### config.mk
export PLATFORM = sky130hd
export DESIGN_NAME = bram_port_arbiter_flat
export DESIGN_NICKNAME = d
export VERILOG_FILES = /design/src/rtl/bram_port_arbiter_if.sv /design/src/rtl/bram_port_arbiter.sv /design/src/flat_wrapper.sv
export SDC_FILE = /design/constraint.sdc
export NUM_CORES = 1
export LEC_CHECK = 0
export ABC_CLOCK_PERIOD_IN_PS = 4300
export BUFFER_PORTS_ARGS = -buffer_cell sky130_fd_sc_hd__buf_2
export CAP_MARGIN = 20
export CORE_MARGIN = 3
export CORE_UTILIZATION = 48
export DETAILED_ROUTE_END_ITERATION = 8
export HOLD_SLACK_MARGIN = 0.03
export PLACE_DENSITY = 0.84
export SLEW_MARGIN = 10
export SYNTH_ARGS = -nofsm -noshare
export SYNTH_HDL_FRONTEND = slang
export SYNTH_SLANG_ARGS = --single-unit
export TNS_END_PERCENT = 30
### constraint.sdc
create_clock -name clk -period 4.3 [get_ports clk]
set_clock_uncertainty 0.15 [all_clocks]
set_input_delay 0.215 -clock clk [delete_from_list [all_inputs] [get_ports clk]]
set_output_delay 0.215 -clock clk [all_outputs]
set_load 0.05 [all_outputs]
### src/rtl/bram_port_arbiter_if.sv
// Bundle of the requester A/B command-response channels and the BRAM control
// channel shared by bram_port_arbiter.
//   slave  : arbiter view (takes commands from A/B, drives the BRAM controls)
//   master : environment view (requesters plus the BRAM instance)
// Per requester x in {a, b}:
//   x_valid/x_ready      command handshake; accepted when both are high
//   x_we/x_addr/x_wdata  command payload, where we = 1 means write
//   x_rvalid/x_rdata     read response, a single-cycle pulse with no backpressure
// BRAM side:
//   bram_wr_en/bram_rd_en/bram_addr/bram_wr_data  registered controls
//   bram_rd_data                                  valid 1 cycle after bram_rd_en
interface bram_port_arbiter_if #(
  parameter int unsigned DATA_WIDTH = 8,
  parameter int unsigned ADDR_WIDTH = 10
);

  logic                  a_valid;
  logic                  a_ready;
  logic                  a_we;
  logic [ADDR_WIDTH-1:0] a_addr;
  logic [DATA_WIDTH-1:0] a_wdata;
  logic                  a_rvalid;
  logic [DATA_WIDTH-1:0] a_rdata;

  logic                  b_valid;
  logic                  b_ready;
  logic                  b_we;
  logic [ADDR_WIDTH-1:0] b_addr;
  logic [DATA_WIDTH-1:0] b_wdata;
  logic                  b_rvalid;
  logic [DATA_WIDTH-1:0] b_rdata;

  logic                  bram_wr_en;
  logic                  bram_rd_en;
  logic [ADDR_WIDTH-1:0] bram_addr;
  logic [DATA_WIDTH-1:0] bram_wr_data;
  logic [DATA_WIDTH-1:0] bram_rd_data;

  modport slave (
    input  a_valid, a_we, a_addr, a_wdata,
    output a_ready, a_rvalid, a_rdata,
    input  b_valid, b_we, b_addr, b_wdata,
    output b_ready, b_rvalid, b_rdata,
    output bram_wr_en, bram_rd_en, bram_addr, bram_wr_data,
    input  bram_rd_data
  );

  modport master (
    output a_valid, a_we, a_addr, a_wdata,
    input  a_ready, a_rvalid, a_rdata,
    output b_valid, b_we, b_addr, b_wdata,
    input  b_ready, b_rvalid, b_rdata,
    input  bram_wr_en, bram_rd_en, bram_addr, bram_wr_data,
    output bram_rd_data
  );

endinterface

### src/rtl/bram_port_arbiter.sv
// Shares one single-port BRAM (1-cycle registered read) between two requesters:
// A (register/AXI-lite side) and B (streaming engine). The arbiter accepts at most
// one command per cycle, issues it on registered BRAM controls in the next cycle,
// and returns read data to the owning requester one cycle after that.
//
// Ports:
//   clk     system clock
//   rst     asynchronous active-low reset
//   halt    blocks new grants while high; in-flight commands still complete
//   idle    high when halt is high and no command is in flight
//   bus_io  requester A/B command/response channels plus the BRAM control channel
//
// Parameters:
//   PRIORITY_MODE  0 = round-robin, 1 = fixed priority to A with anti-starvation
//   STARVE_LIMIT   1..255; A grants taken while B waits before B is forced through
module bram_port_arbiter #(
  parameter int unsigned DATA_WIDTH    = 8,
  parameter int unsigned ADDR_WIDTH    = 10,
  parameter int unsigned PRIORITY_MODE = 0,
  parameter int unsigned STARVE_LIMIT  = 4
) (
  input  logic               clk,
  input  logic               rst,
  input  logic               halt,
  output logic               idle,
  bram_port_arbiter_if.slave bus_io
);

  typedef enum logic {
    OwnA = 1'b0,
    OwnB = 1'b1
  } owner_e;

  // Grant
  logic grant_a;
  logic grant_b;
  logic accept;
  logic force_b;

  // Selected command
  logic                  sel_we;
  logic [ADDR_WIDTH-1:0] sel_addr;
  logic [DATA_WIDTH-1:0] sel_wdata;

  // Arbitration state
  owner_e     rr_ptr_q, rr_ptr_d;
  logic [7:0] starve_q, starve_d;

  // Issue stage (BRAM controls and the owner tag of the command)
  logic                  wr_en_q, wr_en_d;
  logic                  rd_en_q, rd_en_d;
  logic [ADDR_WIDTH-1:0] addr_q, addr_d;
  logic [DATA_WIDTH-1:0] wdata_q, wdata_d;
  owner_e                owner_q, owner_d;

  // Return stage
  logic                  a_rvalid_q, a_rvalid_d;
  logic                  b_rvalid_q, b_rvalid_d;
  logic [DATA_WIDTH-1:0] a_rdata_q, a_rdata_d;
  logic [DATA_WIDTH-1:0] b_rdata_q, b_rdata_d;

  // Once starve_q reaches the limit, B wins the next contended cycle.
  assign force_b = (PRIORITY_MODE != 0) && (starve_q >= 8'(STARVE_LIMIT));

  always_comb begin
    grant_a = 1'b0;
    grant_b = 1'b0;
    // Reset is folded in so that ready stays low while the block is held in reset.
    if (rst && !halt) begin
      if (bus_io.a_valid && bus_io.b_valid) begin
        if (PRIORITY_MODE == 0) begin
          if (rr_ptr_q == OwnA) begin
            grant_a = 1'b1;
          end else begin
            grant_b = 1'b1;
          end
        end else if (force_b) begin
          grant_b = 1'b1;
        end else begin
          grant_a = 1'b1;
        end
      end else begin
        grant_a = bus_io.a_valid;
        grant_b = bus_io.b_valid;
      end
    end
  end

  assign accept = grant_a | grant_b;

  always_comb begin
    if (grant_b) begin
      sel_we    = bus_io.b_we;
      sel_addr  = bus_io.b_addr;
      sel_wdata = bus_io.b_wdata;
    end else begin
      sel_we    = bus_io.a_we;
      sel_addr  = bus_io.a_addr;
      sel_wdata = bus_io.a_wdata;
    end
  end

  // Arbitration next state
  always_comb begin
    rr_ptr_d = rr_ptr_q;
    if (grant_a) begin
      rr_ptr_d = OwnB;
    end else if (grant_b) begin
      rr_ptr_d = OwnA;
    end

    starve_d = starve_q;
    if (PRIORITY_MODE == 0 || !bus_io.b_valid || grant_b) begin
      starve_d = 8'd0;
    end else if (grant_a && starve_q != 8'hFF) begin
      starve_d = starve_q + 8'd1;
    end
  end

  // Issue and return next state
  always_comb begin
    wr_en_d = accept & sel_we;
    rd_en_d = accept & ~sel_we;
    addr_d  = accept ? sel_addr : addr_q;
    wdata_d = accept ? sel_wdata : wdata_q;
    owner_d = accept ? (grant_b ? OwnB : OwnA) : owner_q;

    // The BRAM read launched by rd_en_q produces its data in the next cycle,
    // which is the cycle the owner's rvalid is high.
    a_rvalid_d = rd_en_q && (owner_q == OwnA);
    b_rvalid_d = rd_en_q && (owner_q == OwnB);

    // Hold registers capture the returned word at the end of its rvalid cycle.
    a_rdata_d = a_rvalid_q ? bus_io.bram_rd_data : a_rdata_q;
    b_rdata_d = b_rvalid_q ? bus_io.bram_rd_data : b_rdata_q;
  end

  always_ff @(posedge clk or negedge rst) begin
    if (!rst) begin
      rr_ptr_q   <= OwnA;
      starve_q   <= 8'd0;
      wr_en_q    <= 1'b0;
      rd_en_q    <= 1'b0;
      addr_q     <= '0;
      wdata_q    <= '0;
      owner_q    <= OwnA;
      a_rvalid_q <= 1'b0;
      b_rvalid_q <= 1'b0;
      a_rdata_q  <= '0;
      b_rdata_q  <= '0;
    end else begin
      rr_ptr_q   <= rr_ptr_d;
      starve_q   <= starve_d;
      wr_en_q    <= wr_en_d;
      rd_en_q    <= rd_en_d;
      addr_q     <= addr_d;
      wdata_q    <= wdata_d;
      owner_q    <= owner_d;
      a_rvalid_q <= a_rvalid_d;
      b_rvalid_q <= b_rvalid_d;
      a_rdata_q  <= a_rdata_d;
      b_rdata_q  <= b_rdata_d;
    end
  end

  assign bus_io.a_ready      = grant_a;
  assign bus_io.b_ready      = grant_b;
  assign bus_io.bram_wr_en   = wr_en_q;
  assign bus_io.bram_rd_en   = rd_en_q;
  assign bus_io.bram_addr    = addr_q;
  assign bus_io.bram_wr_data = wdata_q;
  assign bus_io.a_rvalid     = a_rvalid_q;
  assign bus_io.b_rvalid     = b_rvalid_q;

  // During the rvalid cycle the BRAM output is forwarded directly. This keeps the
  // accept-to-rvalid latency at 2 cycles, and the hold register keeps the word
  // afterwards.
  assign bus_io.a_rdata = a_rvalid_q ? bus_io.bram_rd_data : a_rdata_q;
  assign bus_io.b_rdata = b_rvalid_q ? bus_io.bram_rd_data : b_rdata_q;

  // The owner tag travels with the issue stage, so an empty issue stage means
  // nothing is left in flight. idle is forced low while in reset.
  assign idle = halt & rst & ~(wr_en_q | rd_en_q);

endmodule

### src/flat_wrapper.sv
// flat-port wrapper written by rule: the top's interface ports become plain ports
module bram_port_arbiter_flat 
#(
  parameter int unsigned DATA_WIDTH    = 8,
  parameter int unsigned ADDR_WIDTH    = 10,
  parameter int unsigned PRIORITY_MODE = 0,
  parameter int unsigned STARVE_LIMIT  = 4
)
  (clk, rst, halt, idle, bus_io_a_valid, bus_io_a_we, bus_io_a_addr, bus_io_a_wdata, bus_io_a_ready, bus_io_a_rvalid, bus_io_a_rdata, bus_io_b_valid, bus_io_b_we, bus_io_b_addr, bus_io_b_wdata, bus_io_b_ready, bus_io_b_rvalid, bus_io_b_rdata, bus_io_bram_wr_en, bus_io_bram_rd_en, bus_io_bram_addr, bus_io_bram_wr_data, bus_io_bram_rd_data);
  bram_port_arbiter_if #(.DATA_WIDTH(DATA_WIDTH), .ADDR_WIDTH(ADDR_WIDTH)) bus_io_i ();
  input  logic clk;
  input  logic rst;
  input  logic halt;
  output logic idle;
  input wire logic [$bits(bus_io_i.a_valid)-1:0] bus_io_a_valid;
  input wire logic [$bits(bus_io_i.a_we)-1:0] bus_io_a_we;
  input wire logic [$bits(bus_io_i.a_addr)-1:0] bus_io_a_addr;
  input wire logic [$bits(bus_io_i.a_wdata)-1:0] bus_io_a_wdata;
  output wire logic [$bits(bus_io_i.a_ready)-1:0] bus_io_a_ready;
  output wire logic [$bits(bus_io_i.a_rvalid)-1:0] bus_io_a_rvalid;
  output wire logic [$bits(bus_io_i.a_rdata)-1:0] bus_io_a_rdata;
  input wire logic [$bits(bus_io_i.b_valid)-1:0] bus_io_b_valid;
  input wire logic [$bits(bus_io_i.b_we)-1:0] bus_io_b_we;
  input wire logic [$bits(bus_io_i.b_addr)-1:0] bus_io_b_addr;
  input wire logic [$bits(bus_io_i.b_wdata)-1:0] bus_io_b_wdata;
  output wire logic [$bits(bus_io_i.b_ready)-1:0] bus_io_b_ready;
  output wire logic [$bits(bus_io_i.b_rvalid)-1:0] bus_io_b_rvalid;
  output wire logic [$bits(bus_io_i.b_rdata)-1:0] bus_io_b_rdata;
  output wire logic [$bits(bus_io_i.bram_wr_en)-1:0] bus_io_bram_wr_en;
  output wire logic [$bits(bus_io_i.bram_rd_en)-1:0] bus_io_bram_rd_en;
  output wire logic [$bits(bus_io_i.bram_addr)-1:0] bus_io_bram_addr;
  output wire logic [$bits(bus_io_i.bram_wr_data)-1:0] bus_io_bram_wr_data;
  input wire logic [$bits(bus_io_i.bram_rd_data)-1:0] bus_io_bram_rd_data;
  assign bus_io_i.a_valid = bus_io_a_valid;
  assign bus_io_i.a_we = bus_io_a_we;
  assign bus_io_i.a_addr = bus_io_a_addr;
  assign bus_io_i.a_wdata = bus_io_a_wdata;
  assign bus_io_a_ready = bus_io_i.a_ready;
  assign bus_io_a_rvalid = bus_io_i.a_rvalid;
  assign bus_io_a_rdata = bus_io_i.a_rdata;
  assign bus_io_i.b_valid = bus_io_b_valid;
  assign bus_io_i.b_we = bus_io_b_we;
  assign bus_io_i.b_addr = bus_io_b_addr;
  assign bus_io_i.b_wdata = bus_io_b_wdata;
  assign bus_io_b_ready = bus_io_i.b_ready;
  assign bus_io_b_rvalid = bus_io_i.b_rvalid;
  assign bus_io_b_rdata = bus_io_i.b_rdata;
  assign bus_io_bram_wr_en = bus_io_i.bram_wr_en;
  assign bus_io_bram_rd_en = bus_io_i.bram_rd_en;
  assign bus_io_bram_addr = bus_io_i.bram_addr;
  assign bus_io_bram_wr_data = bus_io_i.bram_wr_data;
  assign bus_io_i.bram_rd_data = bus_io_bram_rd_data;
  bram_port_arbiter #(.DATA_WIDTH(DATA_WIDTH), .ADDR_WIDTH(ADDR_WIDTH), .PRIORITY_MODE(PRIORITY_MODE), .STARVE_LIMIT(STARVE_LIMIT)) u_core (.clk(clk), .rst(rst), .halt(halt), .idle(idle), .bus_io(bus_io_i));
endmodule
* After elaboration in Yosys (flattened, before gate mapping)
Index checks and enable logic that the tools add are counted.
W data, S select, Z words.
** Word-level totals
- Word-level logic and storage cells :: 39
- Flip-flop bits (word level) :: 40
- Bits of input ports :: 51
- Output and inout bits :: 41
** Operators by class
- Mux-type cells :: 14
- Reduce and logical (&&, ||, !) cells :: 6
- Bitwise gates (word level) :: 9
** Operators with widths (number)
- $mux W8 :: 3
- $mux W1 :: 10
- $mux W10 :: 1
- $and A1 B1 Y1 :: 4
- $logic_and A1 B1 Y1 :: 4
- $not A1 Y1 :: 3
- $or A1 B1 Y1 :: 2
- $reduce_bool A2 Y1 :: 1
- $logic_not A1 Y1 :: 1

* Depth between registers and ports, before layout
- Depth after elaboration :: 6
- Gate-level depth with buffers :: 5

* Least setup slack after synthesis
No wires, ideal clock.
- Path kind :: reg-to-output
- Start :: reg u_core.rd_en_q, in the netlist u_core.bus_io.bram_rd_en
- End :: out idle
- Slack :: 2.209 ns
- Path buffers :: 0
- Stages on the path, launching flop included :: 2
- Required time :: 3.935 ns
- Arrival time :: 1.726 ns
- Path through :: dfrtp_1 nor3_1
** Between the ends
- Cells in the longest elaborated chain, start to end :: 3
** RTL lines
- from (decl) :: line bram_port_arbiter.sv:51 : logic rd_en_q, rd_en_d;
- from (signal assigned) :: line bram_port_arbiter.sv:155 : rd_en_q <= rd_en_d;
- $or A1 B1 Y1 :: line bram_port_arbiter.sv:183 : assign idle = halt & rst & ~(wr_en_q | rd_en_q);
- $not A1 Y1 :: line bram_port_arbiter.sv:183
- $and A1 B1 Y1 :: line bram_port_arbiter.sv:183
- to (decl) :: line flat_wrapper.sv:14 : output logic idle;
No other way between the ends.

* Final worst setup path
- Start :: in rst
- End :: out bus_io_b_ready
** Between the ends
- Cells in the longest elaborated chain, start to end :: 2
** RTL lines
- from (decl) :: line flat_wrapper.sv:12 : input logic rst;
- $logic_and A1 B1 Y1 :: line bram_port_arbiter.sv:69 : if (rst && !halt) begin
- $mux W1 :: line bram_port_arbiter.sv:69
- to (decl) :: line flat_wrapper.sv:26 : output wire logic [$bits(bus_io_i.b_ready)-1:0] bus_io_b_ready;
No other way between the ends.

==> results.sh <==
export IMPL_status="finished clean"
export IMPL_ant_nets=0
export IMPL_worstPathMaxFanout=21
export IMPL_cts_sinks=40
export IMPL_syn_instance_count=142
export IMPL_overflow=0
export IMPL_pre_cts_slack_ns=2.12
export IMPL_drt_wl_total_mm=4.43
export IMPL_num_fill_cells=283
export IMPL_io_pins=92
export IMPL_die_w_um=67.1
export IMPL_nets=282
export IMPL_r2r_start="u_core.rr_ptr_q"
export IMPL_finalSetupViolations=0
export IMPL_htreeDepth=2
export IMPL_die_h_um=67.1
export IMPL_ys_warn_count=0
export IMPL_avgSynthCellArea_sq_um=12.6
export IMPL_synth_top_cell_by_area="dfrtp_1"
export IMPL_crit_type="input port to output pin"
export IMPL_finalCritPeriodShare_pct=60.3
export IMPL_drtIter0Drc=96
export IMPL_insertion_delay_ns=0.28
export IMPL_cellPowerDensity_mw_per_mm2=557
export IMPL_clock_root_buffer="clkbuf_8"
export IMPL_min_period_ns=2.59
export IMPL_hold_depth=2
export IMPL_final_cell_mix="buf_2 (91), dfrtp_1 (40), and3_1 (19)"
export IMPL_leakagePower_nw=1.26
export IMPL_portBuffers=91
export IMPL_initial_core_util_pct=51.7
export IMPL_arrival_ns=2.23
export IMPL_drive_gt1_share_pct=44.0
export IMPL_crit_path_frequent_cell="buf_2"
export IMPL_hpwl_mm=3.33
export IMPL_final_hold_viol_count=0
export IMPL_dieArea_sq_mm=0.00450
export IMPL_hold_class="input port to register"
export IMPL_max_freq_mhz=386
export IMPL_path_cells="dlygate4sd3_1, buf_2, and3b_1, nand2_2, inv_2, buf_2"
export IMPL_via_per_inst=5.41
export IMPL_grt_pass1_wl_mm=6.76
export IMPL_crit_required_ns=3.93
export IMPL_synth_nets=193
export IMPL_maxCapViolations=0
export IMPL_antenna_found_initial=0
export IMPL_track_usage_pct=20.3
export IMPL_drc=0
export IMPL_grt_max_degree=44
export IMPL_clk_pin_slew_ns=0.07
export IMPL_relSlewSlack_pct=50.4
export IMPL_diodes=0
export IMPL_ys_seq_elements=40
export IMPL_synth_area_leaders="dfrtp_1 (56%), a221o_1 (10%), mux2_1 (10%)"
export IMPL_numCtsBuffers=5
export IMPL_setup_tns_ns=0
export IMPL_synth_top_area_share_pct=55.9
export IMPL_rows=21
export IMPL_layout_commonest_cell="buf_2"
export IMPL_reg2reg_to="u_core.bus_io.bram_addr[1]"
export IMPL_critPathSlowestCell="and3b_1"
export IMPL_min_to="u_core.a_rdata_q[7]"
export IMPL_hp_start="bus_io_bram_rd_data[7]"
export IMPL_rsz0062_at_grt="no"
export IMPL_r2r_slack_ns=2.29
export IMPL_core_region_area_sq_mm=0.00347
export IMPL_grt_pass1_vias=1477
export IMPL_ctsResizeCount=0
export IMPL_start_kind="input port"
export IMPL_peakVddDrop_mv=0.236
export IMPL_area_delta_synth_final_pct=31.8
export IMPL_drv_slew=0
export IMPL_first_pass_iters=4
export IMPL_synth_area_sq_mm=0.00179
export IMPL_synth_cell_types=22
export IMPL_tightest_slew_ns=0.739
export IMPL_vias=1505
export IMPL_fin_ws_ns=1.71
export IMPL_cts_tree="done"
export IMPL_routedWlPerCell_um=15.9
export IMPL_synth_seq_area_share_pct=55.9
export IMPL_cts_buffer_depth=2
export IMPL_gp_congestion=0.752
export IMPL_critPathMaxStageDelay_ns=0.56
export IMPL_endpoint_kind="output pin"
export IMPL_reg2reg_depth=3
[cell usage after synthesis (all sizes together)]
master	instances
nor2b	2
a21bo	1
nand2	3
mux2	16
nor3	1
o21ai	1
nor2	1
nand3	1
nand2b	2
nor3b	18
and3b	2
a221o	18
inv	1
clkbuf	6
a21oi	1
a21o	2
and3	19
buf	6
dfrtp	40
and2	1
[worst max-delay path: cells and delay by family]
kind,cells,cell delay [ns]
buffers and inverters,4,1.05
and+or+nand+nor,2,0.95
[state kept, by name, summed over array words and instances, names as in the netlist]
| register | count |
|---|---|
| u_core.bus_io.bram_addr | 10 |
| u_core.a_rdata_q | 8 |
| u_core.b_rdata_q | 8 |
| u_core.bus_io.bram_wr_data | 8 |
| u_core.bus_io.a_rvalid | 1 |
| u_core.bus_io.b_rvalid | 1 |
| u_core.bus_io.bram_rd_en | 1 |
| u_core.bus_io.bram_wr_en | 1 |
| u_core.owner_q | 1 |
| u_core.rr_ptr_q | 1 |
[metrics by stage]
stage / cell area (sq um) / hold WS, ns / total power [mW] / util, % / std cells
finish: 2360 / 0.0399 / 1.31 / 68.1 / 278
global route: 2360 / 0.0429 / 1.37 / 68.1 / 278
CTS: 2360 / 0.0431 / 1.32 / 68.1 / 278
detailed placement: 2260 / 0.170 / 1.08 / 65.2 / 269
global placement: 2260 / 0.161 / 1.07 / 65.2 / 269
floorplan: 1790 / -0.231 / 0.935 / - / 142
[area by class of cell]
type                       instances  area, sq um  share of cell area [%]
sequential                        40         1000                    42.4
timing repair buffer              94          480                    20.3
multi-input combinational         89          728                    30.8
tap                               46         57.6                    2.44
inverter                           1         3.75                   0.159
clock buffer                       8         90.1                    3.82
[power breakdown]
group	internal [mW]	switching [mW]	leakage, nW
registers	0.465	0.0355	0.490
logic	0.144	0.425	0.725
clock network	0.131	0.115	0.0455
total	0.739	0.575	1.26
[logic make-up after synthesis]
logic type,count (synthesis),share of synthesized area (%)
compound gates,23,12.0
mux,16,10.1
buf+inv,13,3.49
flops,40,55.9
simple gates,50,18.6
[per-layer routing]
metal	vias to the layer above	track usage, %	share of wire (%)	wire length (um)
met2	69	35.3	50	2200
met4	0	6.08	0.47	21
met1	721	24.7	42	1850
met3	2	4.55	8.0	356
li1	713	-	-	-
met5	-	0	0	0
[how the worst max path moves through the flow]
stage                                   from             end  slack [ns]  depth (start not counted)
floorplan           u_core.bus_io.bram_rd_en            idle        2.21                          1
global placement                        halt  bus_io_b_ready        2.16                          5
detailed placement                      halt  bus_io_b_ready        2.12                          5
CTS                                      rst  bus_io_b_ready        1.68                          6
global route                             rst  bus_io_b_ready        1.52                          6
finish                                   rst  bus_io_b_ready        1.71                          6
[repair_timing]
item                      4_1_cts  5_1_grt
hold buffers                    1        0
buffers inserted                0        0
hold endpoints to repair       40        0
Power figures use the tool's default switching activity.
